### src/rtl/uart_tx_frame_arb.sv
// uart_tx_frame_arb: round-robin arbiter that frames one requester's 64-bit
// payload into an 11-byte UART frame and streams it byte by byte.
//   I_clk_10M    : system clock, rising edge
//   I_rst        : synchronous active-high reset
//   I_GA         : geographic address placed in byte1 of every frame
//   I_req        : per-requester level request, held until granted
//   I_req_data   : packed payloads, requester k at [64k+63:64k]
//   O_grant      : one-hot pulse when the winner's payload is latched
//   O_tx_data    : byte to the UART transmitter
//   O_tx_ena     : byte valid, held until I_tx_ready
//   I_tx_ready   : transmitter accepts a byte this cycle
//   O_busy       : high while not idle
//   O_frame_done : pulse after the checksum byte is accepted
module uart_tx_frame_arb #(
    parameter int unsigned NUM_REQ    = 4,
    parameter logic [7:0]  HEADER     = 8'hAA,
    parameter int unsigned GAP_CYCLES = 16
) (
    input  logic                   I_clk_10M,
    input  logic                   I_rst,
    input  logic [4:0]             I_GA,
    input  logic [NUM_REQ-1:0]     I_req,
    input  logic [64*NUM_REQ-1:0]  I_req_data,
    output logic [NUM_REQ-1:0]     O_grant,
    output logic [7:0]             O_tx_data,
    output logic                   O_tx_ena,
    input  logic                   I_tx_ready,
    output logic                   O_busy,
    output logic                   O_frame_done
);

    localparam int unsigned IDX_W     = (NUM_REQ > 1) ? $clog2(NUM_REQ) : 1;
    localparam logic [3:0]  LAST_BYTE = 4'd10;

    typedef enum logic [1:0] {IDLE, SEND, GAP} state_t;

    state_t             state_q, state_d;
    logic [IDX_W-1:0]   last_q, last_d;
    logic [2:0]         sel_q, sel_d;
    logic [4:0]         ga_q, ga_d;
    logic [63:0]        payload_q, payload_d;
    logic [3:0]         idx_q, idx_d;
    logic [7:0]         csum_q, csum_d;
    logic [7:0]         gap_q, gap_d;
    logic [NUM_REQ-1:0] grant_d;
    logic [7:0]         tx_data_d;
    logic               tx_ena_d;
    logic               busy_d;
    logic               done_d;

    logic               found;
    logic [IDX_W-1:0]   win;
    logic [63:0]        win_data;

    // Byte at position idx of the frame being sent
    function automatic logic [7:0] frame_byte(input logic [3:0]  idx,
                                              input logic [2:0]  sel,
                                              input logic [4:0]  ga,
                                              input logic [63:0] pl,
                                              input logic [7:0]  cs);
        case (idx)
            4'd0:    frame_byte = HEADER;
            4'd1:    frame_byte = {sel, ga};
            4'd2:    frame_byte = pl[63:56];
            4'd3:    frame_byte = pl[55:48];
            4'd4:    frame_byte = pl[47:40];
            4'd5:    frame_byte = pl[39:32];
            4'd6:    frame_byte = pl[31:24];
            4'd7:    frame_byte = pl[23:16];
            4'd8:    frame_byte = pl[15:8];
            4'd9:    frame_byte = pl[7:0];
            default: frame_byte = cs;
        endcase
    endfunction

    // Round-robin pick: first active request at or after last_granted+1
    always_comb begin
        found    = 1'b0;
        win      = '0;
        win_data = '0;
        for (int i = 0; i < NUM_REQ; i++) begin
            for (int k = 0; k < NUM_REQ; k++) begin
                if (!found && I_req[k] &&
                    (k == (int'(last_q) + 1 + i) % NUM_REQ)) begin
                    found = 1'b1;
                    win   = IDX_W'(k);
                end
            end
        end
        for (int k = 0; k < NUM_REQ; k++) begin
            if (win == IDX_W'(k)) win_data = I_req_data[64*k +: 64];
        end
    end

    // Next state and next registered outputs
    always_comb begin
        state_d   = state_q;
        last_d    = last_q;
        sel_d     = sel_q;
        ga_d      = ga_q;
        payload_d = payload_q;
        idx_d     = idx_q;
        csum_d    = csum_q;
        gap_d     = gap_q;
        grant_d   = '0;
        tx_ena_d  = 1'b0;
        tx_data_d = 8'h00;
        done_d    = 1'b0;

        case (state_q)
            IDLE: begin
                if (found) begin
                    state_d   = SEND;
                    last_d    = win;
                    sel_d     = 3'(win);
                    ga_d      = I_GA;
                    payload_d = win_data;
                    idx_d     = 4'd0;
                    csum_d    = 8'h00;
                    grant_d   = NUM_REQ'(1) << win;
                    tx_ena_d  = 1'b1;
                    tx_data_d = HEADER;
                end
            end
            SEND: begin
                tx_ena_d  = 1'b1;
                tx_data_d = O_tx_data;
                if (O_tx_ena && I_tx_ready) begin
                    // Checksum covers bytes 1..9 as they are accepted
                    if (idx_q >= 4'd1 && idx_q <= 4'd9) csum_d = csum_q + O_tx_data;
                    if (idx_q == LAST_BYTE) begin
                        tx_ena_d  = 1'b0;
                        tx_data_d = 8'h00;
                        done_d    = 1'b1;
                        gap_d     = 8'(GAP_CYCLES);
                        state_d   = GAP;
                    end else begin
                        idx_d     = idx_q + 4'd1;
                        tx_data_d = frame_byte(idx_q + 4'd1, sel_q, ga_q, payload_q, csum_d);
                    end
                end
            end
            GAP: begin
                if (gap_q == 8'd0) state_d = IDLE;
                else               gap_d   = gap_q - 8'd1;
            end
            default: state_d = IDLE;
        endcase

        busy_d = (state_d != IDLE);
    end

    // State and output registers
    always_ff @(posedge I_clk_10M) begin
        if (I_rst) begin
            state_q      <= IDLE;
            last_q       <= IDX_W'(NUM_REQ - 1);
            sel_q        <= '0;
            ga_q         <= '0;
            payload_q    <= '0;
            idx_q        <= '0;
            csum_q       <= '0;
            gap_q        <= '0;
            O_grant      <= '0;
            O_tx_data    <= '0;
            O_tx_ena     <= 1'b0;
            O_busy       <= 1'b0;
            O_frame_done <= 1'b0;
        end else begin
            state_q      <= state_d;
            last_q       <= last_d;
            sel_q        <= sel_d;
            ga_q         <= ga_d;
            payload_q    <= payload_d;
            idx_q        <= idx_d;
            csum_q       <= csum_d;
            gap_q        <= gap_d;
            O_grant      <= grant_d;
            O_tx_data    <= tx_data_d;
            O_tx_ena     <= tx_ena_d;
            O_busy       <= busy_d;
            O_frame_done <= done_d;
        end
    end

endmodule

### config.mk
export PLATFORM = sky130hd
export DESIGN_NAME = uart_tx_frame_arb
export DESIGN_NICKNAME = d
export VERILOG_FILES = /design/src/rtl/uart_tx_frame_arb.sv
export SDC_FILE = /design/constraint.sdc
export NUM_CORES = 1
export LEC_CHECK = 0
export CORE_MARGIN = 2
export CORE_UTILIZATION = 44
export CTS_BUF_LIST = sky130_fd_sc_hd__clkbuf_4 sky130_fd_sc_hd__clkbuf_8 sky130_fd_sc_hd__clkbuf_16
export DETAILED_ROUTE_END_ITERATION = 10
export MAX_ROUTING_LAYER = met4
export PLACE_DENSITY = 0.82
export SLEW_MARGIN = 10
export SYNTH_ARGS = -nofsm -noshare
export SYNTH_HDL_FRONTEND = slang
export SYNTH_SLANG_ARGS = --single-unit
### constraint.sdc
create_clock -name I_clk_10M -period 3.05 [get_ports I_clk_10M]
set_input_delay 0.7625 -clock I_clk_10M [delete_from_list [all_inputs] [get_ports I_clk_10M]]
set_output_delay 0.7625 -clock I_clk_10M [all_outputs]
set_load 0.02 [all_outputs]
# After elaboration in Yosys (flattened, before gate mapping)
# Cells that the tools add are included.
totals:
  word_cells: 186
  input_bits: 268
  out_inout_bits: 15
  ff_bits: 110
classes:
  addsub: 7
  bitwise: 4
  order_cmp: 2
  shift: 1
  n_reduce_logical: 65
  muxes: 62
  eq_ne: 32
op_table:
  columns: ["operator", "n"]
  rows:
  - ["$mux W64", 4]
  - ["$logic_not A32 Y1", 4]
  - ["$pmux W8 S10", 1]
  - ["$mux W8", 9]
  - ["$pmux W8 S2", 3]
  - ["$mux W2", 18]
  - ["$logic_and A1 B1 Y1", 33]
  - ["$mux W1", 21]
  - ["$eq A2 B2 Y1 const A", 8]
  - ["$eq A4 B3 Y1 const B", 4]
  - ["$logic_not A1 Y1", 15]
  - ["$eq A4 B4 Y1 const B", 3]
  - ["$mux W4", 3]
  - ["$ne A2 B2 Y1 const B", 5]
  - ["$add A8 B8 Y8", 1]
  - ["$eq A1 B2 Y1 const A", 4]
  - ["$eq A4 B2 Y1 const B", 2]
  - ["$logic_not A8 Y1", 1]
  - ["$pmux W4 S2", 1]
  - ["$reduce_and A4 Y1", 2]
  - ["$sub A8 B1 Y8 const B", 1]
  - ["$eq A2 B2 Y1 const B", 3]
  - ["$pmux W2 S3", 1]
  - ["$reduce_bool A2 Y1", 3]
  - ["15 further kinds", 23]

# Depth between registers and ports, before layout
depth:
  ltp_word: 69
  mapped_depth: 11
  mapped_depth_nobuf: 9

# Worst setup path after synthesis
# No wires, ideal clock.
synth_path:
  path_kind: "in2reg"
  start: "input port I_req[2]"
  end: "register payload_q[10]"
  required_time_ns: 2.933
  path_buffers: 2
  setup_slack_ns: 0.668
  stages: 7
  t_arrival_ns: 2.265
  setup_ns: 0.117
  cell_sequence: "nand2b_1 a21boi_2 o21ai_2 buf_6 buf_6 mux4_2 a22o_1"
synth_between:
  elab_chain_cells: 60
  word_cells_on_any_way: 78
  classes_between: "eq/ne (3); mux (32); reduce/logical (43)"
synth_rtl:
  columns: ["item", "line_no", "rtl"]
  rows:
  - ["start: declaration", "22", "input logic [NUM_REQ-1:0] I_req,"]
  - ["$logic_and A1 B1 Y1 (2 in series)", "83", "if (!found && I_req[k] &&"]
  - ["$mux W1", "83", null]
  - ["$logic_not A1 Y1", "83", null]
  - ["$logic_and A1 B1 Y1 (2 in series)", "83", null]
  - ["$mux W1", "83", null]
  - ["$logic_not A1 Y1", "83", null]
  - ["$logic_and A1 B1 Y1 (2 in series)", "83", null]
  - ["$mux W1", "83", null]
  - ["[... 36 more ...]", null, null]
  - ["$logic_not A1 Y1", "83", null]
  - ["$logic_and A1 B1 Y1 (2 in series)", "83", null]
  - ["$mux W1", "83", null]
  - ["$logic_not A1 Y1", "83", null]
  - ["$logic_and A1 B1 Y1 (2 in series)", "83", null]
  - ["$mux W2", "83", null]
  - ["$logic_not A2 Y1", "91", "if (win == IDX_W'(k)) win_data = I_req_data[64*k +: 64];"]
  - ["$mux W64 (4 in series)", "91", null]
  - ["end signal: assignment", "174", "payload_q <= payload_d;"]
  - ["end: declaration", "41", "logic [63:0] payload_q, payload_d;"]
# Several ways; a longest one is shown, not always the timed one.
# A chain may end at the register's enable or synchronous reset.

# Worst setup path in the final report
layout_path:
  start: "register idx_q[1]"
  end: "register O_tx_data[6]"
layout_between:
  elab_chain_cells: 7
  word_cells_on_any_way: 20
  classes_between: "add/sub (1); order compare (2); eq/ne (10); mux (5); reduce/logical (2)"
layout_rtl:
  columns: ["item", "line_no", "rtl"]
  rows:
  - ["start: declaration", "42", "logic [3:0] idx_q, idx_d;"]
  - ["start signal: assignment", "175", "idx_q <= idx_d;"]
  - ["parallel branches: the longest is 4 deep, another holds $add A4 B1 Y4", null, null]
  - ["$mux W8 (*)", "131", "if (idx_q == LAST_BYTE) begin"]
  - ["$mux W8 (*)", "128", "if (O_tx_ena && I_tx_ready) begin"]
  - ["$pmux W8 S2 (*)", "110", "case (state_q)"]
  - ["end signal: assignment", "179", "O_tx_data <= tx_data_d;"]
  - ["end: declaration", "25", "output logic [7:0] O_tx_data,"]
# Every way passes the cells marked *. The select of a mux whose other input is x is not followed.

==> results.txt <==
Run status = finished clean
Inserted Clock Buffers = 9
Met1 usage = 39.3%
Worst vdd ir = 0.288 mV
Kind of capture point of the worst setup path = register
Reg2Reg Setup Slack = 0.33 ns
Mapped cell area = 6830 um^2
Vias in the first global route = 7001
Crit path max fanout = 13
Post-synthesis register bit count = 110
Slew HR = 40.9%
Commonest non-fill, non-tap cell in the layout = clkdlybuf4s50_1
Dpl cells = 1117
Die ar. = 16500 um^2
Vias per inst = 6.09
Grt met3 use = 7.19%
IO Pins = 283
Die Width = 129 um
CP Capture Point = O_tx_data[6]
Power per cell area = 417 nW/um^2
Unique masters post-synth = 77
Gate Count Post-Synth = 669
Largest net degree at the start of global routing = 64
Starting density of the core = 44.9%
Clock Tree Root = clkbuf_16
R2R Path End = O_tx_data[6]
Remaining routing DRC violations = 0
Final WL = 25.2 mm
Worst-Margin Slew = 0.887 ns
PortBufs = 282
Initial antenna violation count = 3
H-Tree Level Count = 3
Tot Pwr = 4.27 mW
Setup TNS = 0 ns
WP buf/inv = 1
Vias = 6905
Main flop type after synthesis = dfxtp_1
Antenna-violating nets left = 0
Final Hold Vio Count = 0
Initial DRC count = 582
Core Box Area = 15200 um^2
Max-slew violation count = 0
Clock sinks = 110
Later-pin clock latency in the skew report = 0.35 ns
Max Cap Viol = 0
Hold_buf cts = 0
CP max stage cell = dfxtp_1
Sequential element share of the synthesized area = 32.2%
Commonest cells after routing, fill and taps aside = 282 x clkdlybuf4s50_1, 110 x dfxtp_1, 70 x a22o_1, 63 x mux4_2, 52 x nand2_1
Synthesized-area fraction occupied by adder cells = 3.04%
GR Overflow Total = 0
Final std cells w/o fill = 1134
Fillers = 1167
Layout cell share with drive strength beyond 1 = 13.9%
Hold WS = 0.480 ns
Synth Area in XOR/XNOR = 1.28%
Skew final = 0.00835 ns
Gr busiest metal = met2
Synth Area in Compound Gates = 24.8%
Total track usage = 31.5%
RR Startpoint = idx_q[1]
CP Class = register to register
Worst EP arrival = 2.94 ns
CTS tree = built
Simple-gate share of the synthesized area = 12.2%
Setup bufs post-CTS = 0
Post-synthesis mux area share = 21.5%
Clock tree buffer depth = 2
Hold crit path type = register to register
RSZ-0062 raised after global routing = no
Worst Setup Start Kind = register
Number of cells on the critical path = 7
Crit path from = idx_q[1]
Cell family with most CP delay = compound AO/OA/AOI/OAI gates
Final min period = 2.72 ns
Asr flop ratio synth = 0%
Reg clk slew, reported paths = 0.07 ns
Met2 usage = 51.8%
Final setup viols = 0
WL/cell = 22.3 um
Drt pass-1 iters = 5
CP required = 3.26 ns
Peak Freq = 368 MHz
Area Overhead vs Synth = 50.0%
Largest family of logic cells by synthesized area = compound AO/OA/AOI/OAI gates
First-pass GRT wire length = 38.4 mm
Final #Nets = 1224
Reg2Reg Depth = 7
Crit-path cells = ha_2 -> buf_4 -> or3_1 -> o31a_1 -> o21ai_0 -> a2111oi_0 -> a211oi_1
Mapped Nets = 953
Pleak = 3.79 nW
Rows = 45
Post-synth EDFFs = 0
Placer Congestion = 0.959
Chip Height = 129 um
HPWL Detailed = 20.4 mm
Yosys warns = 0
Fin crit share = 89.2%
Syn avg cell area = 10.2 um^2
Slowest cell delay on critical path = 0.57 ns
how the worst min path moves through the flow:
stage	from	end	cells after the start
floorplan	ga_q[0]	ga_q[0]	2
detailed placement	ga_q[0]	ga_q[0]	2
global placement	ga_q[0]	ga_q[0]	2
finish	ga_q[3]	ga_q[3]	2
CTS	ga_q[0]	ga_q[0]	2
global route	payload_q[26]	payload_q[26]	1
power by group:
group	total [mW]	internal [mW]	switching [mW]
combinational	1.38	0.828	0.550
sequential	1.71	1.58	0.133
clock	1.19	0.650	0.538
total	4.27	3.05	1.22
state kept, by name (all words and copies together) (netlist names):
signal and cells:
payload_q 64, O_tx_data 8, csum_q 8, gap_q 8
ga_q 5, O_grant 4, idx_q 4, last_q 2
sel_q 2, state_q 2, O_busy 1, O_frame_done 1
O_tx_ena 1
tightest hold or removal path: stages (launching register included):
cell	delay [ns]
dfxtp_1	0.32
nand2_1	0.05
a21oi_1	0.06
synth_stat cells, drive strengths merged (12+ instances only):
cell | n | area share, %
a21oi | 27 | 2.0
a22o | 70 | 9.0
a22oi | 12 | 1.3
buf | 33 | 2.7
clkbuf | 24 | 1.3
dfxtp | 110 | 32
ha | 15 | 2.7
inv | 17 | 0.93
mux4 | 63 | 21
nand2 | 52 | 2.9
nand3 | 19 | 1.4
nor2 | 48 | 2.7
o21ai | 18 | 1.4
final cells by class:
cell class | count | area, um^2 | area share (%)
Multi-Input combinational cell | 485 | 4320 | 42.1
Timing Repair Buffer | 317 | 3140 | 30.6
Sequential cell | 110 | 2200 | 21.5
Clock buffer | 10 | 239 | 2.33
Tap cell | 188 | 235 | 2.29
Inverter | 17 | 63.8 | 0.622
Clock inverter | 4 | 48.8 | 0.476
Antenna cell | 3 | 7.51 | 0.0732
metal layers:
layer | wire length, um | share of wire, %
met5 | 0 | 0
met4 | 639 | 2.5
met3 | 1910 | 7.6
met2 | 12500 | 49
met1 | 10200 | 40
through the flow:
stage | util [%] | cell area (um^2) | setup WS (ns)
CTS | 67.4 | 10200 | 0.303
detailed placement | 65.5 | 9950 | 0.0420
finish | 67.4 | 10300 | 0.329
global placement | 65.5 | 9950 | 0.0812
floorplan | - | 6830 | 0.668
global route | 67.4 | 10300 | 0.0862
kinds of logic after synthesis:
family / after synthesis
muxes: 68
AOI/OAI and AO/OA: 216
adders and majority gates: 16
xor gates and xnor gates: 10
and+or+nand+nor: 175
DFF: 110
buffers and inverters: 74
timing repair:
item / CTS / global route
gates resized for setup: 0 / 1
endpoints found under the setup margin: 0 / 1
hold endpoints to repair: 0 / 0
(Power assumes the default switching activity.)
